[config.mk]
export PLATFORM = sky130hd
export DESIGN_NAME = alu_cmd_issuer
export DESIGN_NICKNAME = d
export VERILOG_FILES = /design/src/rtl/alu_cmd_issuer.sv
export SDC_FILE = /design/constraint.sdc
export NUM_CORES = 1
export LEC_CHECK = 0
export CAP_MARGIN = 40
export CORE_ASPECT_RATIO = 0.9
export CORE_MARGIN = 4
export CORE_UTILIZATION = 48
export DETAILED_ROUTE_END_ITERATION = 10
export HOLD_SLACK_MARGIN = 0.15
export PLACE_DENSITY = 0.85
export SLEW_MARGIN = 20
export SYNTH_ARGS = -nofsm -noshare
export SYNTH_HDL_FRONTEND = slang
export SYNTH_SLANG_ARGS = --single-unit
[constraint.sdc]
create_clock -name clk -period 2 [get_ports clk]
set_input_delay 0.4 -clock clk [delete_from_list [all_inputs] [get_ports clk]]
set_output_delay 0.4 -clock clk [all_outputs]
set_load 0.01 [all_outputs]
[src/rtl/alu_cmd_issuer.sv]
// Byte-stream front end for the combinational ALU: assembles a 9-byte command,
// drives the ALU, waits SETTLE cycles, then returns a 5-byte status/result frame.
module alu_cmd_issuer #(
    parameter int SETTLE  = 2,
    parameter int TIMEOUT = 1000
) (
    input  logic        clk,
    input  logic        rst_n,
    input  logic [7:0]  in_data,
    input  logic        in_valid,
    output logic        in_ready,
    output logic [7:0]  out_data,
    output logic        out_valid,
    input  logic        out_ready,
    output logic [31:0] alu_oper_a,
    output logic [31:0] alu_oper_b,
    output logic [1:0]  alu_code,
    input  logic [31:0] alu_result,
    input  logic        alu_zero,
    input  logic        alu_negative,
    input  logic        alu_carry,
    input  logic        alu_overflow,
    output logic        busy,
    output logic        frame_abort
);
    localparam int TW = (TIMEOUT < 2) ? 1 : $clog2(TIMEOUT);

    typedef enum logic [1:0] {IDLE, RX, EXEC, TX} state_t;

    state_t      r_state, w_next;
    logic [3:0]  r_cnt;
    logic [55:0] r_sh;
    logic [1:0]  r_code_rx;
    logic        r_err;
    logic [31:0] r_oper_a, r_oper_b;
    logic [1:0]  r_code;
    logic [31:0] r_res;
    logic [3:0]  r_flags;
    logic        r_out_valid;
    logic        r_abort;
    logic [TW-1:0] r_tmo;

    logic       w_in_ready, w_in_acc, w_out_acc, w_tmo, w_settled;
    logic [7:0] w_byte;

    assign w_tmo     = (TIMEOUT > 0) && (r_state == RX) && (r_tmo == TW'(TIMEOUT - 1));
    assign w_in_acc  = in_valid && w_in_ready;
    assign w_out_acc = r_out_valid && out_ready;
    assign w_settled = (r_state == EXEC) && (r_cnt == 4'(SETTLE - 1));

    always_ff @(posedge clk or negedge rst_n) begin
        if (!rst_n) r_state <= IDLE;
        else        r_state <= w_next;
    end

    always_comb begin
        w_next     = r_state;
        w_in_ready = 1'b0;
        case (r_state)
            IDLE: begin
                w_in_ready = 1'b1;
                if (in_valid) w_next = RX;
            end
            RX: begin
                // the expiring cycle refuses input so the byte lands as a fresh byte0
                w_in_ready = !w_tmo;
                if (w_tmo)                         w_next = IDLE;
                else if (in_valid && r_cnt == 4'd8) w_next = EXEC;
            end
            EXEC: if (w_settled) w_next = TX;
            TX:   if (w_out_acc && r_cnt == 4'd4) w_next = IDLE;
            default: w_next = IDLE;
        endcase
    end

    always_ff @(posedge clk or negedge rst_n) begin
        if (!rst_n) begin
            r_cnt       <= '0;
            r_sh        <= '0;
            r_code_rx   <= '0;
            r_err       <= 1'b0;
            r_oper_a    <= '0;
            r_oper_b    <= '0;
            r_code      <= '0;
            r_res       <= '0;
            r_flags     <= '0;
            r_out_valid <= 1'b0;
            r_abort     <= 1'b0;
            r_tmo       <= '0;
        end else begin
            r_abort <= w_tmo;
            case (r_state)
                IDLE: if (w_in_acc) begin
                    r_err     <= |in_data[7:2];
                    r_code_rx <= in_data[1:0];
                    r_cnt     <= 4'd1;
                    r_tmo     <= '0;
                end
                RX: begin
                    if (w_tmo) begin
                        r_cnt <= '0;
                    end else if (w_in_acc) begin
                        r_sh  <= {r_sh[47:0], in_data};
                        r_tmo <= '0;
                        if (r_cnt == 4'd8) begin
                            r_cnt <= '0;
                            if (!r_err) begin
                                r_oper_a <= r_sh[55:24];
                                r_oper_b <= {r_sh[23:0], in_data};
                                r_code   <= r_code_rx;
                            end
                        end else begin
                            r_cnt <= r_cnt + 4'd1;
                        end
                    end else begin
                        r_tmo <= r_tmo + TW'(1);
                    end
                end
                EXEC: begin
                    if (w_settled) begin
                        r_cnt       <= '0;
                        r_out_valid <= 1'b1;
                        // err frames answer with zeros, whatever the ALU shows
                        r_res       <= r_err ? 32'h0 : alu_result;
                        r_flags     <= r_err ? 4'h0 :
                                       {alu_zero, alu_negative, alu_carry, alu_overflow};
                    end else begin
                        r_cnt <= r_cnt + 4'd1;
                    end
                end
                TX: if (w_out_acc) begin
                    if (r_cnt == 4'd4) begin
                        r_cnt       <= '0;
                        r_out_valid <= 1'b0;
                    end else begin
                        r_cnt <= r_cnt + 4'd1;
                    end
                end
                default: r_cnt <= '0;
            endcase
        end
    end

    always_comb begin
        w_byte = 8'h00;
        case (r_cnt)
            4'd0: w_byte = {r_err, 3'b000, r_flags};
            4'd1: w_byte = r_res[31:24];
            4'd2: w_byte = r_res[23:16];
            4'd3: w_byte = r_res[15:8];
            4'd4: w_byte = r_res[7:0];
            default: w_byte = 8'h00;
        endcase
    end

    assign in_ready    = w_in_ready;
    assign out_data    = r_out_valid ? w_byte : 8'h00;
    assign out_valid   = r_out_valid;
    assign alu_oper_a  = r_oper_a;
    assign alu_oper_b  = r_oper_b;
    assign alu_code    = r_code;
    assign busy        = (r_state != IDLE);
    assign frame_abort = r_abort;
endmodule

== After elaboration in Yosys (flattened, before gate mapping) ==
Index checks and enable logic that the tools add are counted.

* Equal/unequal tests: 18
* Reductions and logical operators: 21
* Add/sub/neg operators: 2
* Bitwise gates (word level): 2
* Multiplexer cells: 27

{| class="wikitable"
|+ Operators with widths
! operator !! number
|-
| 8-bit case mux with 5 select lines || 1
|-
| 32-bit two-way mux || 1
|-
| 4-bit two-way mux || 8
|-
| 10-bit two-way mux || 3
|-
| 10-bit case mux with 2 select lines || 1
|-
| 4-bit case mux with 4 select lines || 1
|-
| 2-bit != test, second input constant || 7
|-
| 10-bit by 1-bit adder with 10-bit output, second input constant || 1
|-
| 10-bit equality test, second input constant || 1
|-
| 2-bit two-way mux || 5
|-
| 3-bit AND reduction || 3
|-
| 4-bit by 2-bit equality test with 1-bit output, second input constant || 2
|-
| 8-bit two-way mux || 1
|-
| 2-bit case mux with 4 select lines || 1
|-
| 4-bit AND reduction || 2
|-
| 1-bit logical AND || 6
|-
| 2-bit nonzero test || 3
|-
| 6-bit OR reduction || 1
|-
| 5-bit AND reduction || 1
|-
| 4-bit by 1-bit adder with 4-bit output, second input constant || 1
|-
| 2-bit equality test, second input constant || 2
|-
| 4-bit by 1-bit equality test with 1-bit output, second input constant || 1
|-
| 4-bit by 3-bit equality test with 1-bit output, second input constant || 1
|-
| 4-bit equality test, second input constant || 1
|-
| other kinds (10) || 15
|}

* Bits in registers: 179

== Longest topological paths before layout ==
Gate-level depths: netlist of the first run.

* Word-level depth: 8
* Depth in mapped cells: 8
* Mapped depth without buffers: 7

== Least setup slack after synthesis of the first run ==
OpenSTA, ideal clock, no wires.

* Path kind: reg2reg
* Start: register r_tmo[0]
* End: register r_oper_a[0], in the netlist alu_oper_a[0]
* Library setup time: 0.125 ns
* Slack: -0.174 ns
* Path buffers: 2
* Data arrival time: 2.049 ns
* Stages on the path, launching flop included: 9
* Period minus slack after synthesis: 2.174 ns
* Data required time: 1.875 ns
* Cells stage by stage: dfrtp_1 > ha_1 > and4b_1 > nand3_2 > nand3_1 > or3_1 > buf_6 > buf_6 > mux2_4

* Cells in the longest elaborated chain, start to end: 6
* Elaborated cells on any way between the ends: 7

{| class="wikitable"
|+ RTL lines
! element !! RTL line !! text
|-
| start: declaration || 41 || <nowiki>logic [TW-1:0] r_tmo;</nowiki>
|-
| start signal: assignment || 116 || <nowiki>r_tmo <= r_tmo + TW'(1);</nowiki>
|-
| 10-bit equality test (*) || 46 || <nowiki>assign w_tmo = (TIMEOUT > 0) && (r_state == RX) && (r_tmo == TW'(TIMEOUT - 1));</nowiki>
|-
| 1-bit logical AND (*) || 46 ||
|-
| 1-bit logical NOT || 66 || <nowiki>w_in_ready = !w_tmo;</nowiki>
|-
| 1-bit case mux with 2 select lines || 59 || <nowiki>case (r_state)</nowiki>
|-
| 1-bit logical AND || 47 || <nowiki>assign w_in_acc = in_valid && w_in_ready;</nowiki>
|-
| 5-bit AND reduction (no source line) (*) || -- ||
|-
| end signal: assignment || 108 || <nowiki>r_oper_a <= r_sh[55:24];</nowiki>
|-
| end: declaration || 35 || <nowiki>logic [31:0] r_oper_a, r_oper_b;</nowiki>
|}

Mark *: on every way between the ends. The rest lies on a longest branch, timed or not.
A chain may end at the register's enable or synchronous reset.

== Worst setup path after layout of the first run ==
* Start: register r_cnt[0]
* End: output port out_data[0]

* Cells in the longest elaborated chain, start to end: 3
* Elaborated cells on any way between the ends: 7

{| class="wikitable"
|+ RTL lines
! element !! RTL line !! text
|-
| start: declaration || 31 || <nowiki>logic [3:0] r_cnt;</nowiki>
|-
| start signal: assignment || 113 || <nowiki>r_cnt <= r_cnt + 4'd1;</nowiki>
|-
| start signal: assignment || 128 || <nowiki>r_cnt <= r_cnt + 4'd1;</nowiki>
|-
| start signal: assignment || 136 || <nowiki>r_cnt <= r_cnt + 4'd1;</nowiki>
|-
| 4-bit by 3-bit equality test with 1-bit output (tied with other cells) || 146 || <nowiki>case (r_cnt)</nowiki>
|-
| 8-bit case mux with 5 select lines (*) || 146 ||
|-
| 8-bit two-way mux (*) || 157 || <nowiki>assign out_data = r_out_valid ? w_byte : 8'h00;</nowiki>
|-
| end: declaration || 12 || <nowiki>output logic [7:0] out_data,</nowiki>
|}

Marks and branches as above.

==> out/metrics.csv, run 1 <==
metric,value,unit
post-synth-top-area-fraction,0.591,
cts_sinks,179,
post_dp_cell_area,9360,µm²
hold_path.class,in -> async,
vias,5359,
drv_cap,0,
cp-start-kind,flop,
finClkSkew,0.0142,ns
die_area,17900,µm²
setup_viol,87,
clk_pin_slew,0.07,ns
routedWlPerCell,19.5,µm
io_pins,126,
grt_pass1_wl,30.3,mm
synth_edf_count,0,
rsz0062_at_grt,true,
powerDensity,1300,nW/µm²
yosysTopAreaCell,dfrtp_1,
nets,824,
grt_max_degree,73,
place_hpwl,11.8,mm
status,finished with violations,
ir_drop,0.794,mV
diodes,0,
netlist-cell-type-count,40,
crit_type,reg -> out,
h-tree-depth,4,
antenna_found_initial,0,
synthArstFlopShare,1.00,
multiInputGateArea,3090,µm²
ys_warn_count,0,
gp_congestion,0.866,
ys_seq_area_frac,0.591,
ant_nets,0,
ys_ff_latch,179,
pre_cts_slack,-0.584,ns
synth-main-ff-cell,dfrtp_1,
die_h,127,µm
worstSkewPairLatency,0.43,ns
worstMarginPinSlew,0.491,ns
synth_commonest_cells,"dfrtp_1 (179), mux2_2 (86), nand2_1 (52), o21ai_0 (41), mux2_4 (40)",
clock.fmax,402,MHz
synth.most_common_cell,dfrtp_1,
drc,0,
synth_area_per_cell,13.2,µm²
nFillCells,1027,
synthCells,575,
seqCellArea,4480,µm²
hold_viol,0,
post-route-period-util,1.24,
ctsLongestPathBuffers,2,
critPathRequiredTime,1.60,ns
cp.arrival,2.09,ns
drt-total-wl,19.2,mm
min_period,2.49,ns
cts_made_buffers,17,
end_kind,output port,
cts_tree,done,
fin_util,0.689,
portBuffers,125,
total_power,13.9,mW
grtUsageTotal,0.216,
p_leak,5.05,nW
dr.pass1.iters,5,
failed_checks,negative setup slack,
first_iter_violations,297,
core_area,15400,µm²
syn2layout_area_growth,40.4,%
drive_gt1_frac,0.353,
syn_nets,628,
rows,43,
vias_per_cell,5.44,
netlist_area,7580,µm²
slew_viol_final,0,
grt_overflow_total,0,
ys_top_cells_by_area,"dfrtp_1 (59%), mux2_2 (13%), mux2_4 (7.9%)",
setup_ws,-0.488,ns
grt_pass1_vias,5661,
fin_area,10600,µm²
initial_core_util,0.491,
relSlewSlack,0.672,
die_w,141,µm
worst-path-max-fanout,4,
cts-root-buf,clkbuf_16,
logic make-up after synthesis:
kind of cell | Yosys count | share of synthesized area
xor+xnor | 7 | 0.00808
simple gates | 143 | 0.0983
compound gates | 79 | 0.0640
flops | 179 | 0.591
mux | 126 | 0.207
buf+inv | 36 | 0.0239
fa+ha+maj | 5 | 0.00825
cells in the final DEF, fill, tap and decap left out, types with 3 or more instances in the layout:
cell,Yosys,layout
nand2_1,52,52
clkinv_4,0,4
buf_2,7,9
nand4_1,5,5
a31oi_1,6,5
buf_12,0,12
a22oi_1,16,16
buf_4,0,43
buf_16,0,7
and2_4,0,4
mux2_4,40,47
and3_1,3,3
nand3_1,12,10
dfrtp_1,179,179
nand3b_1,3,3
clkdlybuf4s50_1,0,114
a21oi_1,7,7
nand2b_1,36,36
buf_6,5,18
o21ai_0,41,39
nor2_1,12,10
mux2_2,86,79
xor2_1,7,7
inv_6,0,3
inv_1,4,3
clkbuf_16,0,19
metal layers:
layer	track usage	part of all wire	vias to the layer above	wire length, µm
met3	0.0453	0.050	34	952
met1	0.274	0.42	2721	8120
met4	0.0712	0.017	0	331
met2	0.374	0.51	177	9810
li1	-	-	2427	-
met5	0	0	-	0
registers in the layout (all words and copies together) (netlist names), 4 cells and up, named ones only:
name and flops:
r_cnt 4, alu_oper_a 32, r_tmo 10, alu_oper_b 32, r_sh 56, r_flags 4
r_res 32
worst max-delay path: stages, from the launching register on:
cell and delay (ns):
dfrtp_1 0.40, inv_1 0.14, buf_4 0.15, ha_1 0.14, and2_4 0.16, o41ai_4 0.06, buf_4 0.16, buf_6 0.12
a31oi_1 0.17, buf_2 0.17
through the flow:
stage	cells	hold slack, ns	setup TNS (ns)
detailed placement	913	0.381	-12.33
CTS	981	0.484	-10.27
finish	986	0.473	-11.78
global placement	913	0.372	-10.44
floorplan	575	0.104	-2.89
global route	986	0.519	-16.25
what timing repair did:
| item | 4_1_cts | 5_1_grt |
|---|---|---|
| endpoints found under the setup margin | 111 | 135 |
| pin swaps | 7 | 7 |
| hold buffers | 1 | 0 |
| gates resized for setup | 82 | 23 |
| gates cloned | 12 | 3 |
| hold endpoints to repair | 43 | 0 |
| setup buffers | 23 | 9 |
power breakdown:
group / switching (mW) / internal (mW) / leakage [nW]
registers: 1.04 / 4.91 / 2.23
logic: 1.92 / 2.84 / 2.55
clock network: 1.49 / 1.67 / 0.271
total: 4.45 / 9.42 / 5.05
layout make-up:
cell class                 count  area share
clock inverter                13      0.0113
sequential                   179       0.421
inverter                       4     0.00141
timing repair buffer         208       0.211
multi-input combinational    361       0.290
tap                          202      0.0237
clock buffer                  19      0.0416
final timing paths:
check | from | end | slack [ns] | depth (start not counted)
max | r_cnt[0]$_DFFE_PN0P_ | out_data[0] | -0.49 | 9
min reg2reg | r_res[7]$_DFFE_PN0P_ | r_res[7]$_DFFE_PN0P_ | 0.48 | 2
min | rst_n | alu_oper_a[31]$_DFFE_PN0P_ | 0.47 | 2
max in group asynchronous | rst_n | alu_oper_a[27]$_DFFE_PN0P_ | 0.84 | 3
max reg2reg | r_tmo[1]$_DFFE_PN0P_ | alu_oper_b[7]$_DFFE_PN0P_ | -0.17 | 8
min in group clk | r_res[7]$_DFFE_PN0P_ | r_res[7]$_DFFE_PN0P_ | 0.48 | 2
Power figures use the tool's default switching activity.
==> run 2: changes to the inputs <==
--- a/config.mk
+++ b/config.mk
@@ -6,9 +6,11 @@
 export NUM_CORES = 1
 export LEC_CHECK = 0
 export CAP_MARGIN = 40
+export CELL_PAD_IN_SITES_DETAIL_PLACEMENT = 1
+export CELL_PAD_IN_SITES_GLOBAL_PLACEMENT = 2
 export CORE_ASPECT_RATIO = 0.9
 export CORE_MARGIN = 4
-export CORE_UTILIZATION = 48
+export CORE_UTILIZATION = 33
 export DETAILED_ROUTE_END_ITERATION = 10
 export HOLD_SLACK_MARGIN = 0.15
 export PLACE_DENSITY = 0.85
==> out/metrics.csv, run 2 (synthesis results as in run 1) <==
metric,value,unit,change
syn2layout_area_growth,43.4,%,was 40.4%
hold_viol,0,,unchanged
cts_tree,done,,unchanged
worstMarginPinSlew,0.394,ns,was 0.491 ns
r2r_cells,11,,was 8
post-route-period-util,1.29,,was 1.24
drt-total-wl,22.7,mm,was 19.2 mm
gp_congestion,0.803,,was 0.866
crit_path_start,r_cnt[1]$_DFFE_PN0P_,,was r_cnt[0]$_DFFE_PN0P_
grt_max_degree,69,,was 73
setup_viol,81,,was 87
die_area,25500,µm²,was 17900 µm²
drc,0,,unchanged
pre_cts_slack,-0.463,ns,was -0.584 ns
h-tree-depth,4,,unchanged
regMostFlops,r_sh,,unchanged
dr.pass1.iters,4,,was 5
grtUsageTotal,0.174,,was 0.216
worstSkewPairLatency,0.43,ns,about the same
setup_ws,-0.577,ns,was -0.488 ns
ir_drop,0.629,mV,was 0.794 mV
vias,5332,,was 5359
post_dp_cell_area,9510,µm²,was 9360 µm²
vias_per_cell,4.93,,was 5.44
placed_cells_incl_taps,1013,,was 913
crit_type,reg -> out,,unchanged
worst-path-max-fanout,4,,unchanged
initial_core_util,0.336,,was 0.491
fin_util,0.482,,was 0.689
clk_pin_slew,0.08,ns,was 0.07 ns
routed.top_layer,met4,,unchanged
path_cells,inv_2 -> ha_4 -> and2_4 -> o41ai_4 -> buf_4 -> buf_6 -> a31oi_2 -> buf_2,,was inv_1 -> buf_4 -> ha_1 -> and2_4 -> o41ai_4 -> buf_4 -> buf_6 -> a31oi_1 -> buf_2
instances_no_fill,1082,,was 986
failed_checks,negative setup slack,,unchanged
clock.fmax,388,MHz,was 402 MHz
rows,52,,was 43
routedWlPerCell,20.9,µm,was 19.5 µm
io_pins,126,,unchanged
powerDensity,1310,nW/µm²,was 1300 nW/µm²
finClkSkew,0.0118,ns,was 0.0142 ns
die_h,152,µm,was 127 µm
first_iter_violations,219,,was 297
grt_pass1_wl,34.9,mm,was 30.3 mm
core_area,22600,µm²,was 15400 µm²
wl_met2,11.7,mm,was 9.81 mm
p_leak,5.10,nW,was 5.05 nW
ctsLongestPathBuffers,2,,unchanged
layout_commonest_cell,dfrtp_1,,unchanged
nets,827,,was 824
slowest_stage,dfrtp_1,,unchanged
end_kind,output port,,unchanged
relSlewSlack,0.737,,was 0.672
cp-start-kind,flop,,unchanged
wl_met1,9.95,mm,was 8.12 mm
setup-tns-final,-28.20,ns,was -11.78 ns
max_stage_delay,0.43,ns,was 0.40 ns
slew_viol_final,0,,unchanged
diodes,0,,unchanged
status,finished with violations,,unchanged
fin_area,10900,µm²,was 10600 µm²
place_hpwl,13.6,mm,was 11.8 mm
hold_path.class,in -> async,,unchanged
largest_reg_flops,56,,unchanged
grt_overflow_total,0,,unchanged
die_w,168,µm,was 141 µm
portBuffers,125,,unchanged
rsz0062_at_grt,true,,unchanged
drive_gt1_frac,0.375,,was 0.353
met3WireLength,821,µm,was 952 µm
drv_cap,0,,unchanged
cts_sinks,179,,unchanged
grt_pass1_vias,5892,,was 5661
min_period,2.58,ns,was 2.49 ns
cp.arrival,2.18,ns,was 2.09 ns
final_cell_mix,"dfrtp_1 (178), clkdlybuf4s50_1 (113), mux2_2 (77), nand2_1 (51), mux2_4 (49)",,"was dfrtp_1 (179), clkdlybuf4s50_1 (114), mux2_2 (79), nand2_1 (52), mux2_4 (47)"
ant_nets,0,,unchanged
critPathRequiredTime,1.60,ns,about the same
cts-root-buf,clkbuf_16,,unchanged
cts_made_buffers,17,,unchanged
antenna_found_initial,0,,unchanged
r2r_start,r_cnt[1]$_DFFE_PN0P_,,was r_tmo[1]$_DFFE_PN0P_
run 2: changes by cell type in the layout (fill, tap and decap cells not counted), moves of 3 or more:
cell / before / now
a22oi_1: 16 / 13
nand3_1: 10 / 7
clkinv_4: 4 / 1
nand3_2: 1 / 4
a22oi_2: 0 / 3
a31oi_1: 5 / 2
run 2: path summary, 6_finish.rpt:
check	end	slack, ns
worst min-delay path	r_sh[44]$_DFFE_PN0P_	0.43
worst min register to register	alu_code[1]$_DFFE_PN0P_	0.50
min in group clk	alu_code[1]$_DFFE_PN0P_	0.50
max in group asynchronous	r_cnt[0]$_DFFE_PN0P_	0.82
worst max-delay path	out_data[1]	-0.58
worst max register to register	alu_oper_b[17]$_DFFE_PN0P_	-0.45
run 2: what timing repair did:
item | CTS | global route
hold buffers | 1 | 0
gates cloned | 12 | 3
endpoints found under the setup margin | 115 | 132
hold endpoints to repair | 35 | 0
buffers inserted | 20 | 14
pin swaps | 9 | 13
gates resized for setup | 86 | 53
run 2: stage by stage:
stage	hold slack [ns]	total power [mW]
detailed placement	0.329	10.2
global route	0.448	15.1
CTS	0.437	13.8
finish	0.432	14.3
floorplan	0.104	8.09
global placement	0.324	9.86
run 2: power by group:
part | internal (mW) | leakage, nW | switching [mW]
logic | 2.96 | 2.61 | 2.13
clock network | 1.63 | 0.267 | 1.56
registers | 4.91 | 2.23 | 1.11
run 2: per-layer routing:
| metal | global-route usage | up-vias |
|---|---|---|
| met2 | 0.298 | 110 |
| met5 | 0 | - |
| met1 | 0.226 | 2788 |
| li1 | - | 2419 |
| met3 | 0.0377 | 15 |
| met4 | 0.0379 | 0 |
run 2: area by class of cell:
class	count	area [µm²]
clock inverters	13	126
well taps	297	372
fillers	2278	11700
clock buffers	17	425
repair buffers	211	2270
flip-flops and latches	179	4480
inverters	4	15.0
multi-input cells	361	3190
run 2: worst max-delay path: cells and delay by family, from the launching register on:
family / cells / cell delay [ns]
buffers and inverters: 4 / 0.59
DFF: 1 / 0.43
AOI/OAI and AO/OA: 2 / 0.41
adders and majority gates: 1 / 0.18
and+or+nand+nor: 1 / 0.15
==> run 3: changes to the inputs <==
--- a/config.mk
+++ b/config.mk
@@ -13,7 +13,7 @@
 export CORE_UTILIZATION = 33
 export DETAILED_ROUTE_END_ITERATION = 10
 export HOLD_SLACK_MARGIN = 0.15
-export PLACE_DENSITY = 0.85
+export PLACE_DENSITY_LB_ADDON = 0.1
 export SLEW_MARGIN = 20
 export SYNTH_ARGS = -nofsm -noshare
 export SYNTH_HDL_FRONTEND = slang
==> out/metrics.csv, run 3 (synthesis results as in run 1) <==
metric,value,unit,change
nets,823,,was 827
hold_path.class,reg -> reg,,was in -> async
grt_overflow_total,0,,unchanged
cp-start-kind,flop,,unchanged
critPathBufInv,4,,unchanged
rsz0062_at_grt,true,,unchanged
grtUsageTotal,0.156,,was 0.174
grt_use_met2,0.270,,was 0.298
max_stage_delay,0.41,ns,was 0.43 ns
total_power,13.8,mW,was 14.3 mW
seqPwrFrac,0.426,,was 0.421
p_leak,5.02,nW,was 5.10 nW
slowest_stage,dfrtp_1,,unchanged
failed_checks,negative setup slack,,unchanged
drt-total-wl,19.4,mm,was 22.7 mm
layout_commonest_cell,dfrtp_1,,unchanged
setup_viol,75,,was 81
ant_nets,0,,unchanged
comb_power_share,0.333,,was 0.356
h-tree-depth,4,,unchanged
path_cells,buf_6 -> ha_4 -> and2_4 -> o41ai_4 -> buf_4 -> buf_6 -> a21oi_2 -> buf_2,,was inv_2 -> ha_4 -> and2_4 -> o41ai_4 -> buf_4 -> buf_6 -> a31oi_2 -> buf_2
rows,52,,unchanged
status,finished with violations,,unchanged
critPathMostFrequentCell,buf_6,,
nFillCells,2321,,was 2278
crit_type,reg -> out,,unchanged
finClkSkew,0.0142,ns,was 0.0118 ns
fin_util,0.476,,was 0.482
ctsLongestPathBuffers,2,,unchanged
portBuffers,125,,unchanged
grt_pass1_vias,5881,,was 5892
initial_core_util,0.336,,unchanged
grt_busiest_layer,met2,,unchanged
drc,0,,unchanged
setup-tns-final,-13.20,ns,was -28.20 ns
largest_reg_flops,56,,unchanged
regMostFlops,r_sh,,unchanged
diodes,0,,unchanged
met1_usage,0.197,,was 0.226
slew_viol_final,0,,unchanged
setup_ws,-0.507,ns,was -0.577 ns
clk_pin_slew,0.07,ns,was 0.08 ns
min_period,2.51,ns,was 2.58 ns
switching_power,4.46,mW,was 4.81 mW
grt_pass1_wl,32.0,mm,was 34.9 mm
powerDensity,1280,nW/µm²,was 1310 nW/µm²
first_iter_violations,135,,was 219
vias,5141,,was 5332
final_cell_mix,"dfrtp_1 (178), clkdlybuf4s50_1 (113), mux2_2 (85), buf_4 (52), nand2_1 (51)",,"was dfrtp_1 (178), clkdlybuf4s50_1 (113), mux2_2 (77), nand2_1 (51), mux2_4 (49)"
place_hpwl,13.4,mm,was 13.6 mm
worstMarginPinSlew,0.558,ns,was 0.394 ns
drive_gt1_frac,0.369,,was 0.375
cp.arrival,2.11,ns,was 2.18 ns
worst-path-max-fanout,4,,unchanged
power.internal,9.29,mW,was 9.50 mW
relSlewSlack,0.628,,was 0.737
vias_per_cell,4.76,,was 4.93
die_area,25500,µm²,unchanged
post_dp_cell_area,9580,µm²,was 9510 µm²
cts_tree,done,,unchanged
critPathRequiredTime,1.60,ns,about the same
cts_made_buffers,17,,unchanged
core_area,22600,µm²,unchanged
die_w,168,µm,unchanged
cts-root-buf,clkbuf_16,,unchanged
hold_viol,0,,unchanged
instances_no_fill,1080,,was 1082
gp_congestion,0.802,,was 0.803
routedWlPerCell,17.9,µm,was 20.9 µm
worstSkewPairLatency,0.43,ns,about the same
critPathTopFamily,buffers and inverters,,unchanged
antenna_found_initial,0,,unchanged
cts_sinks,179,,unchanged
io_pins,126,,unchanged
placed_cells_incl_taps,1022,,was 1013
dr.pass1.iters,5,,was 4
grt_max_degree,59,,was 69
syn2layout_area_growth,41.6,%,was 43.4%
die_h,152,µm,unchanged
post-route-period-util,1.25,,was 1.29
clock.fmax,399,MHz,was 388 MHz
switching_share,0.324,,was 0.336
seqCellArea,4480,µm²,unchanged
fin_area,10700,µm²,was 10900 µm²
drv_cap,0,,unchanged
multiInputGateArea,3140,µm²,was 3190 µm²
met3_usage,0.0361,,was 0.0377
ir_drop,0.651,mV,was 0.629 mV
end_kind,output port,,unchanged
power.share.clock,0.241,,was 0.223
run 3: changes by cell type in the layout (fill, tap and decap cells not counted), moves of 2 or more:
| cell | before | now |
|---|---|---|
| buf_6 | 20 | 13 |
| clkinv_2 | 2 | 0 |
| nand3_1 | 7 | 10 |
| inv_8 | 3 | 5 |
| clkbuf_16 | 20 | 17 |
| nand3_2 | 4 | 1 |
| clkinvlp_4 | 2 | 0 |
| mux2_2 | 77 | 85 |
| mux2_4 | 49 | 41 |
| buf_4 | 44 | 52 |
| clkinv_4 | 1 | 3 |
run 3: final cells by class:
cell class / count / share of cell area
flip-flops and latches: 179 / 0.417
multi-input cells: 360 / 0.292
repair buffers: 208 / 0.200
clock buffers: 18 / 0.0400
well taps: 297 / 0.0346
clock inverters: 14 / 0.0147
inverters: 4 / 0.00140
run 3: through the flow:
step / hold WS [ns] / setup slack, ns
3_5_place_dp: 0.443 / -0.505
4_1_cts: 0.497 / -0.506
6_report: 0.489 / -0.507
2_1_floorplan: 0.104 / -0.0736
3_3_place_gp: 0.438 / -0.435
5_1_grt: 0.522 / -0.590
run 3: worst min-delay path, delay by kind of cell (launching register included):
family | cells | cell delay (ns)
and+or+nand+nor | 1 | 0.05
AOI/OAI and AO/OA | 1 | 0.06
DFF | 1 | 0.35
run 3: worst paths after layout:
check / start / endpoint / slack (ns) / cells past startpoint
worst max-delay path: r_cnt[1]$_DFFE_PN0P_ / out_data[4] / -0.51 / 8
worst min-delay path: r_res[25]$_DFFE_PN0P_ / r_res[25]$_DFFE_PN0P_ / 0.49 / 2
worst max register to register: r_tmo[1]$_DFFE_PN0P_ / alu_oper_b[28]$_DFFE_PN0P_ / -0.20 / 8
worst min register to register: r_res[25]$_DFFE_PN0P_ / r_res[25]$_DFFE_PN0P_ / 0.49 / 2
max in group asynchronous: rst_n / r_sh[9]$_DFFE_PN0P_ / 0.84 / 3
min in group asynchronous: rst_n / r_sh[38]$_DFFE_PN0P_ / 0.53 / 2
run 3: metal layers:
layer	share of wire	vias up
met5	0	-
met4	0.0088	0
met3	0.037	15
met2	0.52	94
met1	0.43	2618
li1	-	2414
run 3: power groups by stage:
stage / clock (mW) / sequential, mW / combinational (mW)
final: 3.31 / 5.86 / 4.58
after floorplan: 0 / 5.70 / 2.39
after global routing: 3.60 / 6.05 / 5.02
after detailed placement: 0 / 5.93 / 4.24
after CTS: 3.41 / 5.89 / 4.49
after global placement: 0 / 5.88 / 4.10
run 3: repair_timing:
action,4_1_cts,5_1_grt
setup endpoints to repair,111,159
pin swaps,10,11
hold buffers,1,0
gates resized for setup,90,25
setup buffers,14,9
hold endpoints to repair,53,0
gates cloned,8,0
